### config.mk
export PLATFORM = sky130hd
export DESIGN_NAME = imem_boot_loader_flat
export DESIGN_NICKNAME = d
export VERILOG_FILES = /design/src/rtl/imem_boot_loader_if.sv /design/src/rtl/imem_boot_loader.sv /design/src/flat_wrapper.sv
export SDC_FILE = /design/constraint.sdc
export NUM_CORES = 1
export LEC_CHECK = 0
export BUFFER_PORTS_ARGS = -buffer_cell sky130_fd_sc_hd__buf_2
export CORE_ASPECT_RATIO = 0.6
export CORE_MARGIN = 2
export CORE_UTILIZATION = 40
export CTS_BUF_LIST = sky130_fd_sc_hd__clkbuf_16
export DETAILED_ROUTE_END_ITERATION = 6
export MAX_ROUTING_LAYER = met4
export PLACE_DENSITY = 0.66
export SLEW_MARGIN = 20
export SYNTH_ARGS = -nofsm -noshare
export SYNTH_HDL_FRONTEND = slang
export SYNTH_SLANG_ARGS = --single-unit
### constraint.sdc
create_clock -name i_clk -period 4.1 [get_ports i_clk]
set_clock_uncertainty 0.2 [all_clocks]
set_input_delay 0 -clock i_clk [delete_from_list [all_inputs] [get_ports i_clk]]
set_output_delay 0 -clock i_clk [all_outputs]
set_load 0.02 [all_outputs]
### src/rtl/imem_boot_loader_if.sv
// rtl/imem_boot_loader_if.sv - byte stream in and instruction memory write port of the boot loader
interface imem_boot_loader_if #(
  parameter int ADDR_W = 9
);
  logic              byte_valid;
  logic [7:0]        byte_data;
  logic              byte_ready;
  logic              imem_we;
  logic [ADDR_W-1:0] imem_addr;
  logic [31:0]       imem_wdata;

  modport master (
    input  byte_valid, byte_data,
    output byte_ready, imem_we, imem_addr, imem_wdata
  );

  modport slave (
    output byte_valid, byte_data,
    input  byte_ready, imem_we, imem_addr, imem_wdata
  );
endinterface

### src/rtl/imem_boot_loader.sv
// rtl/imem_boot_loader.sv - packs a length-prefixed byte stream into imem words and holds the core in reset until loaded
module imem_boot_loader #(
  parameter int ADDR_W      = 9,
  parameter int DEPTH_WORDS = 128,
  parameter int TIMEOUT     = 1000000
) (
  input  logic                 i_clk,
  input  logic                 i_rst,
  input  logic                 i_start,
  imem_boot_loader_if.master   bus,
  output logic                 o_core_rst,
  output logic                 o_done,
  output logic                 o_error,
  output logic [7:0]           o_words_loaded
);

  localparam logic [2:0] IDLE  = 3'd0;
  localparam logic [2:0] LEN0  = 3'd1;
  localparam logic [2:0] LEN1  = 3'd2;
  localparam logic [2:0] DATA  = 3'd3;
  localparam logic [2:0] DONE  = 3'd4;
  localparam logic [2:0] ERROR = 3'd5;
  localparam int TW = $clog2(TIMEOUT + 1);

  logic [2:0]        r_state;
  logic [15:0]       r_len;
  logic [31:0]       r_asm;
  logic [1:0]        r_byte_cnt;
  logic [TW-1:0]     r_tmo;
  logic              r_we;
  logic [ADDR_W-1:0] r_addr;
  logic [31:0]       r_wdata;
  logic [7:0]        r_words;

  logic        w_busy;
  logic        w_accept;
  logic [15:0] w_len;
  logic [31:0] w_word;

  assign w_busy   = (r_state == LEN0) || (r_state == LEN1) || (r_state == DATA);
  assign w_accept = w_busy && bus.byte_valid;
  assign w_len    = {bus.byte_data, r_len[7:0]};
  assign w_word   = {bus.byte_data, r_asm[31:8]};

  assign bus.byte_ready = w_busy;
  assign bus.imem_we    = r_we;
  assign bus.imem_addr  = r_addr;
  assign bus.imem_wdata = r_wdata;
  assign o_core_rst     = (r_state != DONE);
  assign o_done         = (r_state == DONE);
  assign o_error        = (r_state == ERROR);
  assign o_words_loaded = r_words;

  always_ff @(posedge i_clk or posedge i_rst) begin
    if (i_rst) begin
      r_state    <= IDLE;
      r_len      <= '0;
      r_asm      <= '0;
      r_byte_cnt <= '0;
      r_tmo      <= '0;
      r_we       <= 1'b0;
      r_addr     <= '0;
      r_wdata    <= '0;
      r_words    <= '0;
    end else begin
      r_we <= 1'b0;

      // Idle-gap watchdog; placed first so a completing write below takes priority.
      if (w_busy) begin
        if (w_accept) begin
          r_tmo <= '0;
        end else if (r_tmo == TW'(TIMEOUT - 1)) begin
          r_state <= ERROR;
        end else begin
          r_tmo <= r_tmo + 1'b1;
        end
      end

      case (r_state)
        IDLE, DONE, ERROR: begin
          if (i_start) begin
            r_state    <= LEN0;
            r_words    <= '0;
            r_byte_cnt <= '0;
            r_tmo      <= '0;
          end
        end
        LEN0: begin
          if (w_accept) begin
            r_len[7:0] <= bus.byte_data;
            r_state    <= LEN1;
          end
        end
        LEN1: begin
          if (w_accept) begin
            r_len[15:8] <= bus.byte_data;
            if (w_len == 16'd0) begin
              r_state <= DONE;
            end else if (w_len > 16'(DEPTH_WORDS)) begin
              r_state <= ERROR;
            end else begin
              r_state <= DATA;
            end
          end
        end
        DATA: begin
          if (w_accept) begin
            r_asm      <= w_word;
            r_byte_cnt <= r_byte_cnt + 2'd1;
            if (r_byte_cnt == 2'd3) begin
              r_we    <= 1'b1;
              r_wdata <= w_word;
              r_addr  <= ADDR_W'({r_words, 2'b00});
              r_words <= (r_words == 8'hFF) ? r_words : r_words + 8'd1;
            end
          end
          // r_words already counts the word being written this cycle.
          if (r_we && ({8'd0, r_words} == r_len)) begin
            r_state <= DONE;
          end
        end
        default: r_state <= IDLE;
      endcase
    end
  end

endmodule

### src/flat_wrapper.sv
// flat-port wrapper written by rule: the top's interface ports become plain ports
module imem_boot_loader_flat 
#(
  parameter int ADDR_W      = 9,
  parameter int DEPTH_WORDS = 128,
  parameter int TIMEOUT     = 1000000
)
  (i_clk, i_rst, i_start, o_core_rst, o_done, o_error, o_words_loaded, bus_byte_valid, bus_byte_data, bus_byte_ready, bus_imem_we, bus_imem_addr, bus_imem_wdata);
  imem_boot_loader_if #(.ADDR_W(ADDR_W)) bus_i ();
  input  logic i_clk;
  input  logic i_rst;
  input  logic i_start;
  output logic o_core_rst;
  output logic o_done;
  output logic o_error;
  output logic [7:0] o_words_loaded;
  input wire logic [$bits(bus_i.byte_valid)-1:0] bus_byte_valid;
  input wire logic [$bits(bus_i.byte_data)-1:0] bus_byte_data;
  output wire logic [$bits(bus_i.byte_ready)-1:0] bus_byte_ready;
  output wire logic [$bits(bus_i.imem_we)-1:0] bus_imem_we;
  output wire logic [$bits(bus_i.imem_addr)-1:0] bus_imem_addr;
  output wire logic [$bits(bus_i.imem_wdata)-1:0] bus_imem_wdata;
  assign bus_i.byte_valid = bus_byte_valid;
  assign bus_i.byte_data = bus_byte_data;
  assign bus_byte_ready = bus_i.byte_ready;
  assign bus_imem_we = bus_i.imem_we;
  assign bus_imem_addr = bus_i.imem_addr;
  assign bus_imem_wdata = bus_i.imem_wdata;
  imem_boot_loader #(.ADDR_W(ADDR_W), .DEPTH_WORDS(DEPTH_WORDS), .TIMEOUT(TIMEOUT)) u_core (.i_clk(i_clk), .i_rst(i_rst), .i_start(i_start), .bus(bus_i), .o_core_rst(o_core_rst), .o_done(o_done), .o_error(o_error), .o_words_loaded(o_words_loaded));
endmodule
==> results of run 1 <==
==> state kept, by name, summed over array words and instances, names as in the netlist <==
register,count
u_core.r_asm,24
u_core.r_byte_cnt,2
u_core.r_tmo,20
u_core.r_len,16
u_core.bus.imem_addr,7
u_core.bus.imem_we,1
u_core.bus.imem_wdata,32
u_core.o_words_loaded,8
u_core.r_state,3
==> synthesized netlist by cell type (all sizes together) (4+ instances only) <==
cell	instances
a21oi	9
and4	4
buf	10
clkbuf	9
dfrtp	113
inv	10
mux2	79
mux2i	4
nand2	24
nand3	18
nand4	9
nor2	33
nor2b	4
nor3	5
nor4	11
o211ai	5
o21ai	6
or4	7
xnor2	16
xor2	10
==> what timing repair did <==
action / CTS / global route
hold buffers: 11 / 0
resized for setup: 0 / 0
hold endpoints to repair: 124 / 0
==> stage by stage <==
step           total power, mW  area (sq um)  std cells  util (%)  setup WS (ps)
6_report                 3.885          6152        668     50.68           1647
5_1_grt                  4.097          6152        668     50.68           1398
4_1_cts                  3.915          6147        668     50.63           1512
3_5_place_dp             2.486          5466        625     45.03           1482
3_3_place_gp             2.434          5466        625     45.03           1678
2_1_floorplan            2.237          5021        414         -          912.6
==> worst min-delay path by stage <==
stage                                    endpoint              from  cells after the start
after floorplan                  u_core.r_asm[24]  bus_byte_data[0]                      1
after global placement    u_core.bus.imem_addr[7]             i_rst                      2
after detailed placement  u_core.bus.imem_addr[3]             i_rst                      2
after CTS                 u_core.bus.imem_addr[3]             i_rst                      3
after global routing      u_core.bus.imem_addr[8]             i_rst                      3
final                     u_core.bus.imem_addr[8]             i_rst                      3
==> critical path, stage by stage (launching register included) <==
cell and delay [ps]:
dfrtp_1 480, o21bai_1 540, inv_1 330, nand2_1 140
nand2_1 400, a21oi_1 280
==> metal layers <==
metal	up-vias	GRT usage (%)	share of wire (%)
li1	1621	-	-
met1	1816	25.89	49
met2	113	26.12	44
met3	16	4.899	5.2
met4	0	7.698	1.5
met5	-	-	0
==> kinds of logic (layout without fill, tap and decap cells) <==
logic type               Yosys count  after routing  share of synthesized area (%)
AND/OR/NAND/NOR                  129            129                          13.49
flip-flops                       113            113                          56.36
multiplexers                      83             83                          18.53
AO/OA/AOI/OAI                     29             29                          3.616
buffers and inverters             29            118                          2.643
XOR/XNOR                          26             26                          4.538
adder cells (fa/ha/maj)            3              3                         0.7482
other                              1              2                        0.07474
==> area by class of cell <==
| cell class | count | area share (%) |
|---|---|---|
| clock buffer | 17 | 6.915 |
| clock inverter | 15 | 2.359 |
| inverter | 10 | 0.6915 |
| multi-input combinational | 272 | 33.56 |
| sequential | 113 | 45.96 |
| tap | 165 | 3.356 |
| timing repair buffer | 76 | 7.159 |
==> power breakdown <==
group	switching, mW	internal (mW)
Clock	0.517	0.886
Sequential	0.230	1.40
Combinational	0.449	0.402
==> results.yml, run 1 <==
status:
  outcome: "complete, no violations"
drt:
  firstDrtPassIters: 5
  via_count: 3566
  routed_wl_mm: 11.15
  ant_nets: 0
  drc_errors: 0
  wl_per_cell_um: 16.69
  viasPerCell: 5.338
  drt_iter0_drc: 296
logic_synthesis:
  async_flop_share_pct: 100.0
  yosys.area.top_type_share_pct: 56.36
  synth_top_area_cell: "dfrtp_1"
  yosysWarnings: 0
  yosysSeqAreaShare_pct: 56.36
  synthTopCellsByArea: "dfrtp_1, mux2_2, xnor2_1, nor2_1, nand3_1"
  netlist_instances: 413
  synth_area_sq_mm: 0.005017
  netlist-cell-type-count: 43
  synth_edf_count: 0
  avgSynthCellArea_sq_um: 12.15
  ys_seq_elements: 113
  synthFlopType: "dfrtp_1"
global_routing:
  grt_usage_pct: 18.71
  antenna_found_initial: 1
  grt_pass1_vias: 3649
  grt_max_degree: 87
  grt_pass1_wl_mm: 18.89
  grt_overflow: 0
sta:
  finalCritPeriodShare_pct: 59.84
  fmax_mhz: 407.6
  setup_viol: 0
  tightest_slew_ps: 1040
  slew_viol_final: 0
  finalHoldViolCount: 0
  holdWs_ps: 63.74
  rsz0062_at_grt: "no"
  setup_tns_ps: 0
  slew_headroom_pct: 30.10
  post-route-min-period_ps: 2453
layout:
  multi_input_area_sq_mm: 0.002064
  syn2layout_area_growth_pct: 22.62
  layout_commonest_cell: "dfrtp_1"
  nNetsFinal: 505
  final_cell_mix: "dfrtp_1, mux2_2, buf_2"
  regArea_sq_mm: 0.002828
  drive_above_1_share_pct: 35.39
  num-fill-cells: 1058
  num_antenna_cells: 0
setup_path:
  cp_max_fo: 19
  critPathCaptureType: "flop"
  r2r_end: "u_core.r_tmo[10]"
  start_kind: "flop"
  worstSetupPathType: "reg -> reg"
  crit_end: "u_core.r_tmo[10]"
  crit_required_ps: 4220
  r2r_slack_ps: 1650
  worst_setup_path_startpoint: "u_core.r_state[1]"
  r2r-start: "u_core.r_state[1]"
  r2r_cells: 5
  worstPathArrival_ps: 2570
floorplan:
  die_y_um: 90.75
  ios: 66
  core_area_sq_mm: 0.01214
  die_w_um: 148.6
  dieArea_sq_mm: 0.01348
  start_util_pct: 41.33
  rows: 31
power:
  p_leak_nw: 2.902
  vdd_drop_max_v: 0.0003503
  p_per_area_mw_per_mm2: 631.5
clock_network:
  post_cts_buffers: 0
  cts.path.max_buffers: 2
  clk_pin_slew_ps: 50
  cts_buffers: 17
  h-tree-depth: 4
  root_buffer: "clkbuf_16"
  clock_latency_ps: 410
  cts_tree: "yes"
  cts.sinks: 113
placement:
  dp_hpwl_mm: 7.484
  numPortBuffers: 63
  place.gp.congestion: 0.9153
run:
  drv_cap: 0
hold_path:
  hold_path_class: "in -> async"
Power figures use the tool's default switching activity.
==> run 2: changes to the inputs <==
--- a/config.mk
+++ b/config.mk
@@ -5,6 +5,7 @@
 export SDC_FILE = /design/constraint.sdc
 export NUM_CORES = 1
 export LEC_CHECK = 0
+export ABC_AREA = 1
 export BUFFER_PORTS_ARGS = -buffer_cell sky130_fd_sc_hd__buf_2
 export CORE_ASPECT_RATIO = 0.6
 export CORE_MARGIN = 2
@@ -12,7 +13,7 @@
 export CTS_BUF_LIST = sky130_fd_sc_hd__clkbuf_16
 export DETAILED_ROUTE_END_ITERATION = 6
 export MAX_ROUTING_LAYER = met4
-export PLACE_DENSITY = 0.66
+export PLACE_DENSITY = 0.68
 export SLEW_MARGIN = 20
 export SYNTH_ARGS = -nofsm -noshare
 export SYNTH_HDL_FRONTEND = slang
==> constraint.sdc (replaced) <==
create_clock -name i_clk -period 2 [get_ports i_clk]
set_clock_uncertainty 0.2 [all_clocks]
set_input_delay 0 -clock i_clk [delete_from_list [all_inputs] [get_ports i_clk]]
set_output_delay 0 -clock i_clk [all_outputs]
set_load 0.02 [all_outputs]
==> results.yml, run 2 <==
power:
  vdd_drop_max_v: 0.0007858
  p_leak_nw: 3.498
  p_per_area_mw_per_mm2: 1198
  power_mw: 8.281
clock_network:
  clock_latency_ps: 410
  root_buffer: "clkbuf_16"
  cts_buffers: 17
  cts.sinks: 113
  h-tree-depth: 4
  cts.path.max_buffers: 2
  clk_pin_slew_ps: 60
  cts_tree: "yes"
sta:
  post-route-min-period_ps: 1877
  setup_tns_ps: 0
  finalHoldViolCount: 0
  holdWs_ps: 260.2
  setup_viol: 0
  finalCritPeriodShare_pct: 93.86
  slew_viol_final: 0
  fmax_mhz: 532.7
drt:
  drc_errors: 0
  m1WireLength_mm: 7.710
  wl_per_cell_um: 14.37
  routed_wl_mm: 14.32
  drt_iter0_drc: 486
  ant_nets: 0
  wl_met3_mm: 1.185
  via_count: 4985
  firstDrtPassIters: 6
  dr.max_layer_used: "met4"
  viasPerCell: 5.000
  wl_met2_mm: 5.332
logic_synthesis:
  yosys.area.top_type_share_pct: 51.38
  synth_top_area_cell: "dfrtp_1"
  synth_edf_count: 0
  avgSynthCellArea_sq_um: 7.785
  synthTopCellsByCount: "nand2_1, dfrtp_1, inv_1, nor2_1, o21ai_0"
  synth_area_sq_mm: 0.005504
  netlist-cell-type-count: 31
  netlist_instances: 707
  ys_seq_elements: 113
  synthTopCellsByArea: "dfrtp_1, nand2_1, inv_1, o21ai_0, nor2_1"
  synthFlopType: "dfrtp_1"
  yosysWarnings: 0
  async_flop_share_pct: 100.0
  yosysSeqAreaShare_pct: 51.38
  yosysMostFrequentCell: "nand2_1"
setup_path:
  worstPathArrival_ps: 1680
  critPathCaptureType: "output pin"
  crit_required_ps: 1800
  crit_family: "buffers and inverters"
  start_kind: "flop"
  cp_cell_sequence: "nor2_1 -> inv_2 -> nand2_4 -> inv_4 -> buf_4 -> buf_2"
  cp_max_fo: 21
  crit_slowest_cell: "dfrtp_2"
  slowest_delay_ps: 470
  worstSetupPathType: "reg -> out"
  path_buf_inv: 4
layout:
  num-fill-cells: 1266
  drive_above_1_share_pct: 18.13
  final_cell_mix: "nand2_1, dfrtp_1, inv_1"
  largest_register_ffs: 32
  post-route-util_pct: 51.04
  num_antenna_cells: 0
  nNetsFinal: 824
  layout_commonest_cell: "nand2_1"
  regArea_sq_mm: 0.002834
  instances_no_fill: 997
  multi_input_area_sq_mm: 0.002241
  syn2layout_area_growth_pct: 25.60
floorplan:
  dieArea_sq_mm: 0.01474
  rows: 33
  ios: 66
  die_y_um: 94.86
  core_area_sq_mm: 0.01354
  die_w_um: 155.4
  start_util_pct: 40.64
placement:
  dp_hpwl_mm: 10.21
  numPortBuffers: 63
  place.gp.congestion: 0.9382
  dp_cells: 951
global_routing:
  grt_pass1_wl_mm: 23.64
  grt_max_degree: 80
  grt_pass1_vias: 4443
  grt_overflow: 0
  antenna_found_initial: 0
  grt_usage_pct: 21.46
hold_path:
  hold_path_class: "in -> reg"
status:
  outcome: "complete, no violations"
run:
  drv_cap: 0
[run 2: cell types whose count changed in the layout (fill, tap and decap cells not counted), sizes merged, moves of 27 or more]
cell   previous run  this run
buf              65        92
inv              12        88
mux2             79         0
nand2            24       235
nor2             33        63
o21ai             6        90
[run 2: where the power goes]
| part | switching [mW] | total, mW | internal [mW] | leakage, nW |
|---|---|---|---|---|
| registers | 0.374 | 3.11 | 2.74 | 1.52 |
| clock network | 1.11 | 3.06 | 1.95 | 0.300 |
| logic | 1.41 | 2.11 | 0.700 | 1.68 |
| total | 2.89 | 8.28 | 5.39 | 3.50 |
[run 2: area by class of cell]
cell class	instances	area share [%]
Multi-Input combinational cell	487	32.42
Clock inverter	15	2.443
Timing Repair Buffer	104	9.991
Inverter	86	4.833
Tap cell	175	3.167
Sequential cell	113	41.00
Clock buffer	17	6.154
[run 2: timing repair]
action,in CTS,in global routing
hold buffers,12,0
endpoints found under the hold margin,172,0
setup endpoints to repair,6,21
gates resized for setup,1,7
pin swaps,0,2
buffers inserted,0,2
[run 2: kinds of logic after synthesis]
group / Yosys count / share of synthesized area [%]
AO/OA/AOI/OAI: 109 / 10.34
XOR/XNOR: 5 / 0.7956
adder cells (fa/ha/maj): 3 / 0.6820
buffers and inverters: 108 / 8.206
flip-flops: 113 / 51.38
other: 1 / 0.06813
AND/OR/NAND/NOR: 368 / 28.53
[run 2: stage by stage]
step	setup WS [ps]	cell area [sq um]
after floorplan	136.5	5512
after global placement	-18.54	6165
after detailed placement	-35.82	6165
after CTS	35.82	6884
after global routing	-5.076	6913
final	122.7	6913
[run 2: path summary, 6_finish.rpt]
path,from,to,slack (ps),cells past startpoint
setup / recovery,u_core.r_state[1],bus_byte_ready,120,6
setup reg to reg,u_core.o_words_loaded[0],u_core.o_words_loaded[5],120,8
max in group asynchronous,i_rst,u_core.r_tmo[0],340,5
hold / removal,i_start,u_core.r_tmo[6],260,3
hold reg to reg,u_core.bus.imem_wdata[0],u_core.bus.imem_wdata[0],270,2
min in group asynchronous,i_rst,u_core.bus.imem_addr[7],510,4
[run 2: per-layer routing]
layer	global-route usage, %	vias up
met1	34.42	2323
met3	5.140	9
met5	-	-
met4	5.122	0
met2	26.07	179
li1	-	2474
[run 2: tightest hold or removal path, cell delays in order]
cell	delay (ps)
dlygate4sd3_1	520
buf_2	200
a22oi_1	110
